`config.mk`:
```
export PLATFORM = sky130hd
export DESIGN_NAME = tile_sequencer
export DESIGN_NICKNAME = d
export VERILOG_FILES = /design/src/rtl/tile_sequencer.sv
export SDC_FILE = /design/constraint.sdc
export NUM_CORES = 1
export LEC_CHECK = 0
export BUFFER_PORTS_ARGS = -buffer_cell sky130_fd_sc_hd__buf_2
export CAP_MARGIN = 20
export CORE_MARGIN = 1.5
export CORE_UTILIZATION = 50
export CTS_CLUSTER_DIAMETER = 30
export DETAILED_ROUTE_END_ITERATION = 10
export PLACE_DENSITY = 0.76
export SETUP_SLACK_MARGIN = 0.5
export SYNTH_ARGS = -nofsm -noshare
export SYNTH_HDL_FRONTEND = slang
export SYNTH_SLANG_ARGS = --single-unit
export TNS_END_PERCENT = 20
```
`constraint.sdc`:
```
create_clock -name clk -period 3.2 [get_ports clk]
set_input_delay 0.64 -clock clk [delete_from_list [all_inputs] [get_ports clk]]
set_output_delay 0.64 -clock clk [all_outputs]
set_load 0.1 [all_outputs]
```
`src/rtl/tile_sequencer.sv`:
```
// tile_sequencer: walks the M/K/N tiles of one matmul job and launches the
// weight fill, weight drain, MMU and writeback engines for every tile.
//
// state  | meaning
// -------+-----------------------------------------------------------
// IDLE   | no job; waits for start, latches dims and relu_in
// CHECK  | validates dims, computes tile counts, clears m/k/n
// WFILL  | weight fill of W tile (k, n) in flight
// WDRAIN | weight drain into the array in flight
// MMU    | stream of A tile (m, k) in flight; accumulate unless k == 0
// WB     | writeback of output tile (m, n) in flight
// DONE   | one-cycle done pulse
// ERR    | one-cycle done + error pulse for illegal dims
module tile_sequencer #(
    parameter int WIDTH_HEIGHT = 16,
    parameter int MAX_MAT_WH   = 128,
    parameter int DIM_WIDTH    = $clog2(MAX_MAT_WH) + 1,
    parameter int TILE_WIDTH   = $clog2(MAX_MAT_WH / WIDTH_HEIGHT),
    parameter int ADDR_WIDTH   = $clog2(MAX_MAT_WH * MAX_MAT_WH / WIDTH_HEIGHT)
) (
    input  logic                            clk,
    input  logic                            reset,
    input  logic                            start,
    input  logic                            abort,
    input  logic                            relu_in,
    input  logic [DIM_WIDTH-1:0]            dim_m,
    input  logic [DIM_WIDTH-1:0]            dim_k,
    input  logic [DIM_WIDTH-1:0]            dim_n,
    input  logic                            weight_fill_done,
    input  logic                            weight_drain_done,
    input  logic                            mmu_done,
    input  logic                            wb_done,
    output logic                            weight_fill_start,
    output logic                            weight_drain_start,
    output logic                            mmu_start,
    output logic                            wb_start,
    output logic [ADDR_WIDTH-1:0]           weight_base,
    output logic [ADDR_WIDTH-1:0]           input_base,
    output logic [ADDR_WIDTH-1:0]           output_base,
    output logic [TILE_WIDTH-1:0]           submat_row,
    output logic [TILE_WIDTH-1:0]           submat_col,
    output logic                            accum_first,
    output logic [$clog2(WIDTH_HEIGHT):0]   tile_rows,
    output logic [$clog2(WIDTH_HEIGHT):0]   tile_cols,
    output logic                            relu_en,
    output logic                            busy,
    output logic                            done,
    output logic                            error
);

    localparam int LOG_WH    = $clog2(WIDTH_HEIGHT);
    localparam int CNT_WIDTH = TILE_WIDTH + 1;
    localparam int EXT_WIDTH = LOG_WH + 1;

    typedef enum logic [2:0] {
        S_IDLE, S_CHECK, S_WFILL, S_WDRAIN, S_MMU, S_WB, S_DONE, S_ERR
    } state_t;

    state_t                state_q, state_d;
    logic                  first_q, first_d;
    logic [TILE_WIDTH-1:0] m_q, m_d, k_q, k_d, n_q, n_d;
    logic [CNT_WIDTH-1:0]  tm_q, tk_q, tn_q;
    logic [DIM_WIDTH-1:0]  dim_m_q, dim_k_q, dim_n_q;
    logic                  relu_q;
    logic                  dims_bad;
    logic [DIM_WIDTH-1:0]  tm_sum, tk_sum, tn_sum;
    logic                  m_last, k_last, n_last;
    state_t                adv_state;
    logic [TILE_WIDTH-1:0] adv_m, adv_k, adv_n;

    assign dims_bad = (dim_m_q == '0) || (dim_m_q > DIM_WIDTH'(MAX_MAT_WH)) ||
                      (dim_k_q == '0) || (dim_k_q > DIM_WIDTH'(MAX_MAT_WH)) ||
                      (dim_n_q == '0) || (dim_n_q > DIM_WIDTH'(MAX_MAT_WH));

    // ceil(dim / WIDTH_HEIGHT); the sum cannot overflow for legal dims
    assign tm_sum = dim_m_q + DIM_WIDTH'(WIDTH_HEIGHT - 1);
    assign tk_sum = dim_k_q + DIM_WIDTH'(WIDTH_HEIGHT - 1);
    assign tn_sum = dim_n_q + DIM_WIDTH'(WIDTH_HEIGHT - 1);

    assign m_last = (CNT_WIDTH'(m_q) + CNT_WIDTH'(1)) >= tm_q;
    assign k_last = (CNT_WIDTH'(k_q) + CNT_WIDTH'(1)) >= tk_q;
    assign n_last = (CNT_WIDTH'(n_q) + CNT_WIDTH'(1)) >= tn_q;

    // Position after an m pass finishes: m inner, then k, then n outer
    always_comb begin
        adv_state = S_MMU;
        adv_m     = m_q + TILE_WIDTH'(1);
        adv_k     = k_q;
        adv_n     = n_q;
        if (m_last) begin
            adv_m = '0;
            if (!k_last) begin
                adv_k     = k_q + TILE_WIDTH'(1);
                adv_state = S_WFILL;
            end else if (!n_last) begin
                adv_n     = n_q + TILE_WIDTH'(1);
                adv_k     = '0;
                adv_state = S_WFILL;
            end else begin
                adv_state = S_DONE;
            end
        end
    end

    // Next-state logic; first_d marks the entry cycle of the next state,
    // which both fires the engine start and masks same-cycle done pulses
    always_comb begin
        state_d = state_q;
        first_d = 1'b0;
        m_d     = m_q;
        k_d     = k_q;
        n_d     = n_q;
        case (state_q)
            S_IDLE: begin
                if (start) begin
                    state_d = S_CHECK;
                    first_d = 1'b1;
                end
            end
            S_CHECK: begin
                m_d = '0;
                k_d = '0;
                n_d = '0;
                first_d = 1'b1;
                state_d = dims_bad ? S_ERR : S_WFILL;
            end
            S_WFILL: begin
                if (!first_q && weight_fill_done) begin
                    state_d = S_WDRAIN;
                    first_d = 1'b1;
                end
            end
            S_WDRAIN: begin
                if (!first_q && weight_drain_done) begin
                    state_d = S_MMU;
                    first_d = 1'b1;
                    m_d     = '0;
                end
            end
            S_MMU: begin
                if (!first_q && mmu_done) begin
                    first_d = 1'b1;
                    if (k_last) begin
                        state_d = S_WB;
                    end else begin
                        state_d = adv_state;
                        m_d     = adv_m;
                        k_d     = adv_k;
                        n_d     = adv_n;
                    end
                end
            end
            S_WB: begin
                if (!first_q && wb_done) begin
                    first_d = 1'b1;
                    state_d = adv_state;
                    m_d     = adv_m;
                    k_d     = adv_k;
                    n_d     = adv_n;
                end
            end
            default: begin
                state_d = S_IDLE;
                m_d     = '0;
                k_d     = '0;
                n_d     = '0;
            end
        endcase
        if (abort && (state_q != S_IDLE)) begin
            state_d = S_IDLE;
            first_d = 1'b0;
            m_d     = '0;
            k_d     = '0;
            n_d     = '0;
        end
    end

    // State register and tile position counters
    always_ff @(posedge clk) begin
        if (!reset) begin
            state_q <= S_IDLE;
            first_q <= 1'b0;
            m_q     <= '0;
            k_q     <= '0;
            n_q     <= '0;
        end else begin
            state_q <= state_d;
            first_q <= first_d;
            m_q     <= m_d;
            k_q     <= k_d;
            n_q     <= n_d;
        end
    end

    // Job configuration: dims/relu captured at start, tile counts in CHECK
    always_ff @(posedge clk) begin
        if (!reset) begin
            dim_m_q <= '0;
            dim_k_q <= '0;
            dim_n_q <= '0;
            relu_q  <= 1'b0;
            tm_q    <= '0;
            tk_q    <= '0;
            tn_q    <= '0;
        end else begin
            if ((state_q == S_IDLE) && start) begin
                dim_m_q <= dim_m;
                dim_k_q <= dim_k;
                dim_n_q <= dim_n;
                relu_q  <= relu_in;
            end
            if (state_q == S_CHECK) begin
                tm_q <= tm_sum[LOG_WH +: CNT_WIDTH];
                tk_q <= tk_sum[LOG_WH +: CNT_WIDTH];
                tn_q <= tn_sum[LOG_WH +: CNT_WIDTH];
            end
        end
    end

    // Outputs; tile data is held at zero outside the engine states
    always_comb begin
        logic                  active;
        logic [DIM_WIDTH-1:0]  row_rem, col_rem;
        logic [ADDR_WIDTH-1:0] w_idx, i_idx, o_idx;
        active  = (state_q == S_WFILL) || (state_q == S_WDRAIN) ||
                  (state_q == S_MMU)   || (state_q == S_WB);
        row_rem = dim_m_q - (DIM_WIDTH'(m_q) << LOG_WH);
        col_rem = dim_n_q - (DIM_WIDTH'(n_q) << LOG_WH);
        w_idx   = ADDR_WIDTH'(n_q) * ADDR_WIDTH'(tk_q) + ADDR_WIDTH'(k_q);
        i_idx   = ADDR_WIDTH'(m_q) * ADDR_WIDTH'(tk_q) + ADDR_WIDTH'(k_q);
        o_idx   = ADDR_WIDTH'(m_q) * ADDR_WIDTH'(tn_q) + ADDR_WIDTH'(n_q);

        weight_fill_start  = first_q && (state_q == S_WFILL);
        weight_drain_start = first_q && (state_q == S_WDRAIN);
        mmu_start          = first_q && (state_q == S_MMU);
        wb_start           = first_q && (state_q == S_WB);
        busy               = (state_q != S_IDLE);
        done               = (state_q == S_DONE) || (state_q == S_ERR);
        error              = (state_q == S_ERR);
        relu_en            = relu_q && busy;

        weight_base = '0;
        input_base  = '0;
        output_base = '0;
        submat_row  = '0;
        submat_col  = '0;
        accum_first = 1'b0;
        tile_rows   = '0;
        tile_cols   = '0;
        if (active) begin
            weight_base = w_idx << LOG_WH;
            input_base  = i_idx << LOG_WH;
            output_base = o_idx << LOG_WH;
            submat_row  = m_q;
            submat_col  = n_q;
            accum_first = (k_q == '0);
            tile_rows   = (row_rem >= DIM_WIDTH'(WIDTH_HEIGHT)) ?
                          EXT_WIDTH'(WIDTH_HEIGHT) : row_rem[EXT_WIDTH-1:0];
            tile_cols   = (col_rem >= DIM_WIDTH'(WIDTH_HEIGHT)) ?
                          EXT_WIDTH'(WIDTH_HEIGHT) : col_rem[EXT_WIDTH-1:0];
        end
    end

endmodule

```
# Word-level counts from Yosys, hierarchy flattened
# Index checks and enable logic that the tools add are counted.
classes:
  add_sub_neg: 14
  mul: 3
  magnitude_cmp: 8
  n_eq_ne: 13
  n_mux: 47
  bitwise_logic: 3
  n_reduce_logical: 33
ops:
  columns: ["op", "count"]
  rows:
  - ["2-to-1 mux 3 bit", 29]
  - ["2-to-1 mux 10 bit", 3]
  - ["adder 8 x 4 -> 8 bit, second input constant", 3]
  - ["> comparator 8 bit, second input constant", 3]
  - ["zero test 8 bit", 3]
  - ["2-to-1 mux 5 bit", 4]
  - ["adder 6 x 3 -> 6 bit", 3]
  - ["multiplier 3 x 4 -> 6 bit", 3]
  - ["one-hot mux 3 bit (3 select lines)", 2]
  - ["one-hot mux 3 bit (6 select lines)", 1]
  - [">= comparator 8 x 5 -> 1 bit, second input constant", 2]
  - ["subtractor 8 x 7 -> 8 bit", 2]
  - ["adder 3 x 1 -> 4 bit, second input constant", 3]
  - ["== test 3 bit, second input constant", 4]
  - [">= comparator 4 bit", 3]
  - ["!= test 2 bit, second input constant", 6]
  - ["one-hot mux 3 bit (4 select lines)", 1]
  - ["logical AND 1 bit", 11]
  - ["AND reduction 5 bit", 2]
  - ["adder 3 x 1 -> 3 bit, second input constant", 3]
  - ["logical OR 1 bit", 9]
  - ["== test 3 x 2 -> 1 bit, second input constant", 2]
  - ["zero test 3 bit", 2]
  - ["2-to-1 mux 1 bit", 6]
  - ["other kinds (8)", 11]
word_totals:
  ff_bits: 50
  inputBits: 33
  output_inout_bits: 55
  word_cells: 133

# Logic depth before layout (Yosys ltp)
# Gate-level depths: netlist of the first run.
logic_depth:
  word_depth: 8
  ltp_mapped: 10
  mapped_depth_nobuf: 9

# Worst setup path after synthesis of the first run
# Ideal clock, no wire load.
synth_path:
  path_kind: "register to output"
  from: "register m_q[0]"
  to: "output port input_base[9]"
  arrival_time_ns: 3.877
  required_time_ns: 2.560
  setup_slack_ns: -1.317
  path_stages_with_launch: 11
  path_buffers: 1
  path_cell_list: "dfxtp_1 > clkbuf_1 > nand2_1 > fa_1 > inv_1 > fa_1 > fa_1 > a21o_1 > a21oi_1 > xnor2_1 > nor2_1"
synth_between:
  elab_chain_cells: 3
synth_lines:
  columns: ["item", "line", "rtl"]
  rows:
  - ["start: declaration", "61", "logic [TILE_WIDTH-1:0] m_q, m_d, k_q, k_d, n_q, n_d;"]
  - ["start signal: assignment", "189", "m_q <= m_d;"]
  - ["multiplier 3 x 4 -> 6 bit", "230", "i_idx = ADDR_WIDTH'(m_q) * ADDR_WIDTH'(tk_q) + ADDR_WIDTH'(k_q);"]
  - ["adder 6 x 3 -> 6 bit", "230", null]
  - ["2-to-1 mux 10 bit", "250", "if (active) begin"]
  - ["end: declaration", "38", "output logic [ADDR_WIDTH-1:0] input_base,"]
# No other way between the ends.

# Final worst setup path of the first run
layout_path:
  from: "register tk_q[2]"
  to: "output port weight_base[9]"
layout_between:
  elab_chain_cells: 3
layout_lines:
  columns: ["item", "line", "rtl"]
  rows:
  - ["start: declaration", "62", "logic [CNT_WIDTH-1:0] tm_q, tk_q, tn_q;"]
  - ["start signal: assignment", "214", "tk_q <= tk_sum[LOG_WH +: CNT_WIDTH];"]
  - ["multiplier 3 x 4 -> 6 bit", "229", "w_idx = ADDR_WIDTH'(n_q) * ADDR_WIDTH'(tk_q) + ADDR_WIDTH'(k_q);"]
  - ["adder 6 x 3 -> 6 bit", "229", null]
  - ["2-to-1 mux 10 bit", "250", null]
  - ["end: declaration", "37", "output logic [ADDR_WIDTH-1:0] weight_base,"]
# No other way between the ends.

==> results of run 1 <==
==> cell usage after synthesis (all sizes together) (5+ instances only) <==
library cell and n:
a21boi 25, a21o 12, a21oi 14, and2 23, and3 7, buf 20, clkbuf 14, dfxtp 50
fa 14, ha 52, inv 36, mux2i 8, nand2 96, nand2b 7, nand3 9, nor2 35
nor2b 18, nor3 7, nor4 5, o211a 12, o21ai 13, xnor2 20, xor2 16
==> final cells by class <==
type | instances | area [µm²]
Sequential cell | 50 | 1036
Clock buffer | 7 | 107.6
Clock inverter | 1 | 30.03
Inverter | 36 | 135.1
Multi-Input combinational cell | 430 | 3334
Timing Repair Buffer | 102 | 938.4
Tap cell | 105 | 131.4
Fill cell | 650 | 2628
==> flip-flops by register name (all words and copies together), names as in the netlist, 4 cells and up <==
signal,count
dim_k_q,8
dim_n_q,8
tn_q,4
tk_q,4
dim_m_q,8
tm_q,4
==> worst reg2reg max path, cell delays in order, from the launching register on <==
cell and delay (ns):
dfxtp_2 0.42, inv_1 0.08, ha_1 0.33, ha_1 0.28
o21ai_0 0.13, a211oi_2 0.48, a31oi_1 0.22, or4_1 0.42
a21oi_1 0.15
==> what timing repair did <==
| action | in CTS | in global routing |
|---|---|---|
| endpoints found under the setup margin | 35 | 38 |
| resized for setup | 31 | 14 |
| buffers inserted | 0 | 0 |
| pin swaps | 9 | 8 |
==> stage by stage <==
step           instances  power [mW]  instance area (µm²)  hold WS [ns]  utilization
4_1_cts              731       3.761                 5662        0.4742       0.6788
6_report             731       3.812                 5713        0.4719       0.6850
2_1_floorplan        550       2.675                 4618        0.4389            -
3_5_place_dp         723       3.209                 5420        0.4617       0.6499
3_3_place_gp         723       3.148                 5420        0.4529       0.6499
5_1_grt              731       4.075                 5713        0.5034       0.6850
==> cells by family (layout without fill, tap and decap cells) <==
| family | count (synthesis) | count (layout) | share of synthesized area |
|---|---|---|---|
| buffers and inverters | 70 | 146 | 0.07318 |
| adders and majority gates | 66 | 66 | 0.2127 |
| DFF | 50 | 50 | 0.2287 |
| and+or+nand+nor | 215 | 215 | 0.2347 |
| muxes | 8 | 8 | 0.01830 |
| AOI/OAI and AO/OA | 93 | 93 | 0.1595 |
| xor gates and xnor gates | 36 | 36 | 0.07204 |
| other | 1 | 12 | 0.0008568 |
==> final timing paths <==
kind                             endpoint  cells after the start                     from  slack, ns
setup / recovery           weight_base[9]                     10     tk_q[2]$_SDFFE_PN0P_      -0.38
hold / removal    dim_k_q[0]$_SDFFE_PN0P_                      2  dim_k_q[0]$_SDFFE_PN0P_       0.47
setup reg to reg      n_q[0]$_SDFFE_PP0P_                      8      k_q[0]$_SDFFE_PP0P_       0.62
hold reg to reg   dim_k_q[0]$_SDFFE_PN0P_                      2  dim_k_q[0]$_SDFFE_PN0P_       0.47
==> routing by layer <==
layer / vias up / GRT usage
met4: 0 / 0.1002
met2: 126 / 0.4178
li1: 1943 / -
met3: 19 / 0.04460
met1: 1824 / 0.2727
met5: - / 0
==> cell usage in the layout (no fill, tap or decap), types with 8 or more instances in the layout <==
master,instances
nand2_1,90
a21o_1,12
buf_4,37
o211a_1,12
xor2_1,13
inv_1,35
o21ai_0,10
buf_2,40
mux2i_1,8
buf_12,20
ha_1,52
nor2b_1,15
conb_1,12
nor2_1,25
dfxtp_1,34
dfxtp_2,10
xnor2_1,13
nor2_4,9
a21boi_0,25
and2_1,22
nand3_1,9
fa_1,11
==> power by group <==
group	switching (mW)	internal [mW]	leakage, nW
Combinational	1.52	0.764	2.27
Sequential	0.217	0.798	0.418
Clock	0.210	0.302	0.0696
==> impl_metrics.py, run 1 <==
metrics = {
    "synth": {
        "netlist.area_leader.share": 0.2287,
        "synth_edf_count": 0,
        "ys.flop_type": "dfxtp_1",
        "avgSynthCellArea_um2": 8.120,
        "netlist_area_um2": 4377,
        "yosysTopAreaCell": "dfxtp_1",
        "synth.area.top_cells": "dfxtp_1, ha_1, nand2_1",
        "synth_seq_cells": 50,
        "synth_warnings": 0,
        "ys_types": 50,
        "synth_cells": 539,
        "ys_seq_area_frac": 0.2287,
        "synth_async_sr_flop_share": 0,
    },
    "detailed_routing": {
        "wl_per_cell_um": 14.07,
        "drtAntennaViolNets": 0,
        "dr_wl_met2_um": 5170,
        "via_per_inst": 5.352,
        "m1WireLength_um": 4250,
        "top_layer": "met4",
        "met3_length_um": 627,
        "firstDrtPassIters": 5,
        "drtIter0Drc": 191,
        "drc": 0,
        "vias": 3912,
        "wl_um": 10280,
    },
    "placement": {
        "post-place-ws_ns": -0.1617,
        "place.gp.congestion": 0.8458,
        "hpwl_um": 8103,
        "io_buffers": 75,
    },
    "sta": {
        "period_share": 1.118,
        "hold_viol_final": 0,
        "timing.final.max_slew_violations": 0,
        "max_slew_margin": 0.4462,
        "worst_pin_slew_ns": 0.8308,
        "rsz0062_at_grt": "true",
        "setup_violations": 14,
        "fmax_mhz": 279.5,
        "setup-tns-final_ns": -3.081,
        "timing.final.crit_period_ns": 3.578,
        "fin_skew_ns": 0.008179,
        "worst_slack_ns": -0.3779,
    },
    "clock_network": {
        "path_clk_slew_ns": 0.09,
        "cts_tree": "done",
        "cts_hold_buf": 0,
        "numCtsBuffers": 5,
        "clk_path_buf_depth": 2,
        "cts_sinks": 50,
        "h-tree-depth": 2,
        "insertion_delay_ns": 0.31,
        "cts_root_buf": "clkbuf_8",
    },
    "floorplanning": {
        "pin_count": 88,
        "die_x_um": 96.56,
        "fp.dieH_um": 96.56,
        "dieArea_um2": 9324,
        "row_count": 33,
        "start_util": 0.5248,
        "core_um2": 8341,
    },
    "setup_path": {
        "critPathCaptureType": "primary output",
        "slowest_stage": "fa_1",
        "cpLargestDelayFamily": "adder cells",
        "required_ns": 2.56,
        "path_common_cell": "fa_1",
        "slowest_delay_ns": 0.54,
        "start_kind": "flip-flop",
        "crit_path_max_fanout": 5,
        "path_class": "flip-flop to primary output",
        "crit_chain": "nand2_4, fa_1, inv_2, fa_1, fa_2, a21o_1, a21oi_2, xnor2_2, nor2_4, buf_12",
        "crit_buf_inv": 2,
        "arrival_ns": 2.94,
    },
    "hold_path": {
        "hold_path.class": "flip-flop to flip-flop",
    },
    "cells_and_area": {
        "fin_nets": 724,
        "syn_to_final_growth_pct": 30.53,
        "antennaDiodeCount": 0,
        "drive_gt1_frac": 0.2796,
    },
    "status": {
        "status": "finished, violations left",
        "violations": "setup timing",
    },
    "power_and_ir_drop": {
        "peakVddDrop_mv": 0.7232,
        "power_density_nw_per_um2": 667.2,
        "p_leak_nw": 2.760,
    },
    "global_route": {
        "grt_pass1_wl_um": 17160,
        "overflow": 0,
        "grt_max_degree": 40,
        "antenna_found_initial": 0,
        "grt_pass1_vias": 3910,
        "grt_use_total": 0.2346,
    },
    "run": {
        "cap_violations": 0,
    },
}
Note: power is estimated with default switching activity, not from simulation.
==> run 2: changes to the inputs <==
- ABC_AREA: unset -> 0
- GPL_TIMING_DRIVEN: unset -> 0
- SETUP_SLACK_MARGIN: 0.5 -> 0.4
==> impl_metrics.py, run 2 (synthesized netlist as in run 1, its figures left out) <==
metrics = {
    "detailed_routing": {
        "drc": 0,
        "wl_per_cell_um": 15.17,
        "wl_um": 11470,
        "drtIter0Drc": 168,
        "via_per_inst": 5.357,
        "firstDrtPassIters": 4,
        "drtAntennaViolNets": 0,
        "vias": 4050,
    },
    "hold_path": {
        "hold_path.class": "flip-flop to flip-flop",
        "hold_path_depth": 2,
    },
    "cells_and_area": {
        "drive_gt1_frac": 0.2980,
        "final_util": 0.7000,
        "final_cell_mix": "nand2_1, buf_2, ha_1",
        "layout_commonest_cell": "nand2_1",
        "n_fill_cell": 676,
        "antennaDiodeCount": 0,
        "fin_nets": 749,
        "largestRegisters": "dim_k_q (8), dim_m_q (8), dim_n_q (8)",
        "syn_to_final_growth_pct": 33.39,
    },
    "setup_path": {
        "r2r_setup_slack_ns": 0.53,
        "cpLargestDelayFamily": "adder cells",
        "reg2reg_depth": 10,
        "path_common_cell": "fa_1",
        "required_ns": 2.56,
        "arrival_ns": 2.99,
        "crit_path_max_fanout": 5,
        "rr_startpoint": "m_q[0]$_SDFFE_PP0P_",
        "crit_chain": "nand2_4, fa_1, inv_1, fa_1, fa_2, a21o_1, a21oi_2, xnor2_2, nor2_4, buf_12",
        "start_kind": "flip-flop",
        "critPathCaptureType": "primary output",
        "slowest_delay_ns": 0.54,
        "r2r-end": "n_q[0]$_SDFFE_PP0P_",
        "setup.worst_path.start": "tn_q[0]$_SDFFE_PN0P_",
        "crit_buf_inv": 2,
        "cp-endpoint": "output_base[9]",
        "worst-path-stages": 10,
        "slowest_stage": "fa_1",
        "path_class": "flip-flop to primary output",
    },
    "sta": {
        "hold_viol_final": 0,
        "fmax_mhz": 275.8,
        "timing.final.max_slew_violations": 0,
        "timing.final.crit_period_ns": 3.626,
        "fin_skew_ns": 0.006982,
        "worst_pin_slew_ns": 0.6283,
        "setup_violations": 17,
        "worst_slack_ns": -0.4258,
        "period_share": 1.133,
        "rsz0062_at_grt": "true",
        "max_slew_margin": 0.5773,
        "timing.hold.ws_ns": 0.4776,
        "setup-tns-final_ns": -3.799,
    },
    "floorplanning": {
        "row_count": 33,
        "dieArea_um2": 9324,
        "core_um2": 8341,
        "pin_count": 88,
        "start_util": 0.5248,
        "fp.dieH_um": 96.56,
        "die_x_um": 96.56,
    },
    "clock_network": {
        "insertion_delay_ns": 0.30,
        "clk_path_buf_depth": 2,
        "h-tree-depth": 2,
        "numCtsBuffers": 5,
        "path_clk_slew_ns": 0.10,
        "cts_tree": "done",
        "cts_root_buf": "clkbuf_8",
        "cts_hold_buf": 0,
        "cts_sinks": 50,
    },
    "placement": {
        "hpwl_um": 8131,
        "io_buffers": 75,
        "post-place-ws_ns": -0.4492,
        "place.gp.congestion": 0.8395,
    },
    "run": {
        "cap_violations": 0,
    },
    "global_route": {
        "overflow": 0,
        "grt_use_total": 0.2430,
        "antenna_found_initial": 0,
        "grt_pass1_vias": 3962,
        "grt_max_degree": 17,
        "grt_pass1_wl_um": 17820,
    },
    "power_and_ir_drop": {
        "p_leak_nw": 2.834,
        "peakVddDrop_mv": 0.6916,
        "power_density_nw_per_um2": 638.7,
    },
    "status": {
        "status": "finished, violations left",
        "violations": "setup timing",
    },
}
run 2: worst register-to-register path, delay by kind of cell (launching register included):
kind / cells / cell delay (ns)
compound gates: 4 / 0.81
xor+xnor: 1 / 0.17
fa+ha+maj: 2 / 0.54
buf+inv: 2 / 0.29
flops: 1 / 0.36
simple gates: 1 / 0.44
run 2: layout make-up:
type,instances,area (µm²),share of cell area
multi-input combinational,430,3379,0.5789
buffer,34,236.5,0.04051
inverter,36,135.1,0.02315
timing repair buffer,93,823.3,0.1410
clock buffer,6,82.58,0.01414
clock inverter,2,16.27,0.002786
tap,105,131.4,0.02250
sequential,50,1033,0.1770
run 2: routing by layer:
| metal | part of all wire | global-route usage | vias up | wire length (µm) |
|---|---|---|---|---|
| met4 | 0.025 | 0.07850 | 0 | 283 |
| li1 | - | - | 1995 | - |
| met2 | 0.51 | 0.4423 | 135 | 5904 |
| met3 | 0.044 | 0.03286 | 22 | 504 |
| met5 | 0 | 0 | - | 0 |
| met1 | 0.42 | 0.2930 | 1898 | 4772 |
run 2: power by group:
part	internal (mW)	total [mW]	leakage [nW]	switching, mW
clock network	0.178	0.397	0.0478	0.219
registers	0.796	0.993	0.417	0.197
logic	0.753	2.34	2.37	1.59
total	1.73	3.73	2.83	2.00
run 2: stage by stage:
stage	power, mW	area, µm²	cells
floorplan	2.675	4618	550
global placement	3.082	5125	730
detailed placement	3.153	5125	730
CTS	3.663	5658	750
global route	3.975	5838	756
finish	3.729	5838	756
run 2: worst min-delay path by stage:
| stage | from | slack (ns) | to |
|---|---|---|---|
| after floorplan | relu_q$_SDFFE_PN0P_ | 0.44 | relu_q$_SDFFE_PN0P_ |
| after global placement | relu_q$_SDFFE_PN0P_ | 0.45 | relu_q$_SDFFE_PN0P_ |
| after detailed placement | dim_k_q[3]$_SDFFE_PN0P_ | 0.47 | dim_k_q[3]$_SDFFE_PN0P_ |
| after CTS | dim_k_q[3]$_SDFFE_PN0P_ | 0.48 | dim_k_q[3]$_SDFFE_PN0P_ |
| after global routing | dim_m_q[3]$_SDFFE_PN0P_ | 0.51 | dim_m_q[3]$_SDFFE_PN0P_ |
| final | dim_k_q[3]$_SDFFE_PN0P_ | 0.48 | dim_k_q[3]$_SDFFE_PN0P_ |
run 2: timing repair:
item,4_1_cts,5_1_grt
endpoints found under the setup margin,32,33
cloned,0,1
resized for setup,101,28
endpoints found under the hold margin,0,0
buffers inserted,12,5
pin swaps,19,15
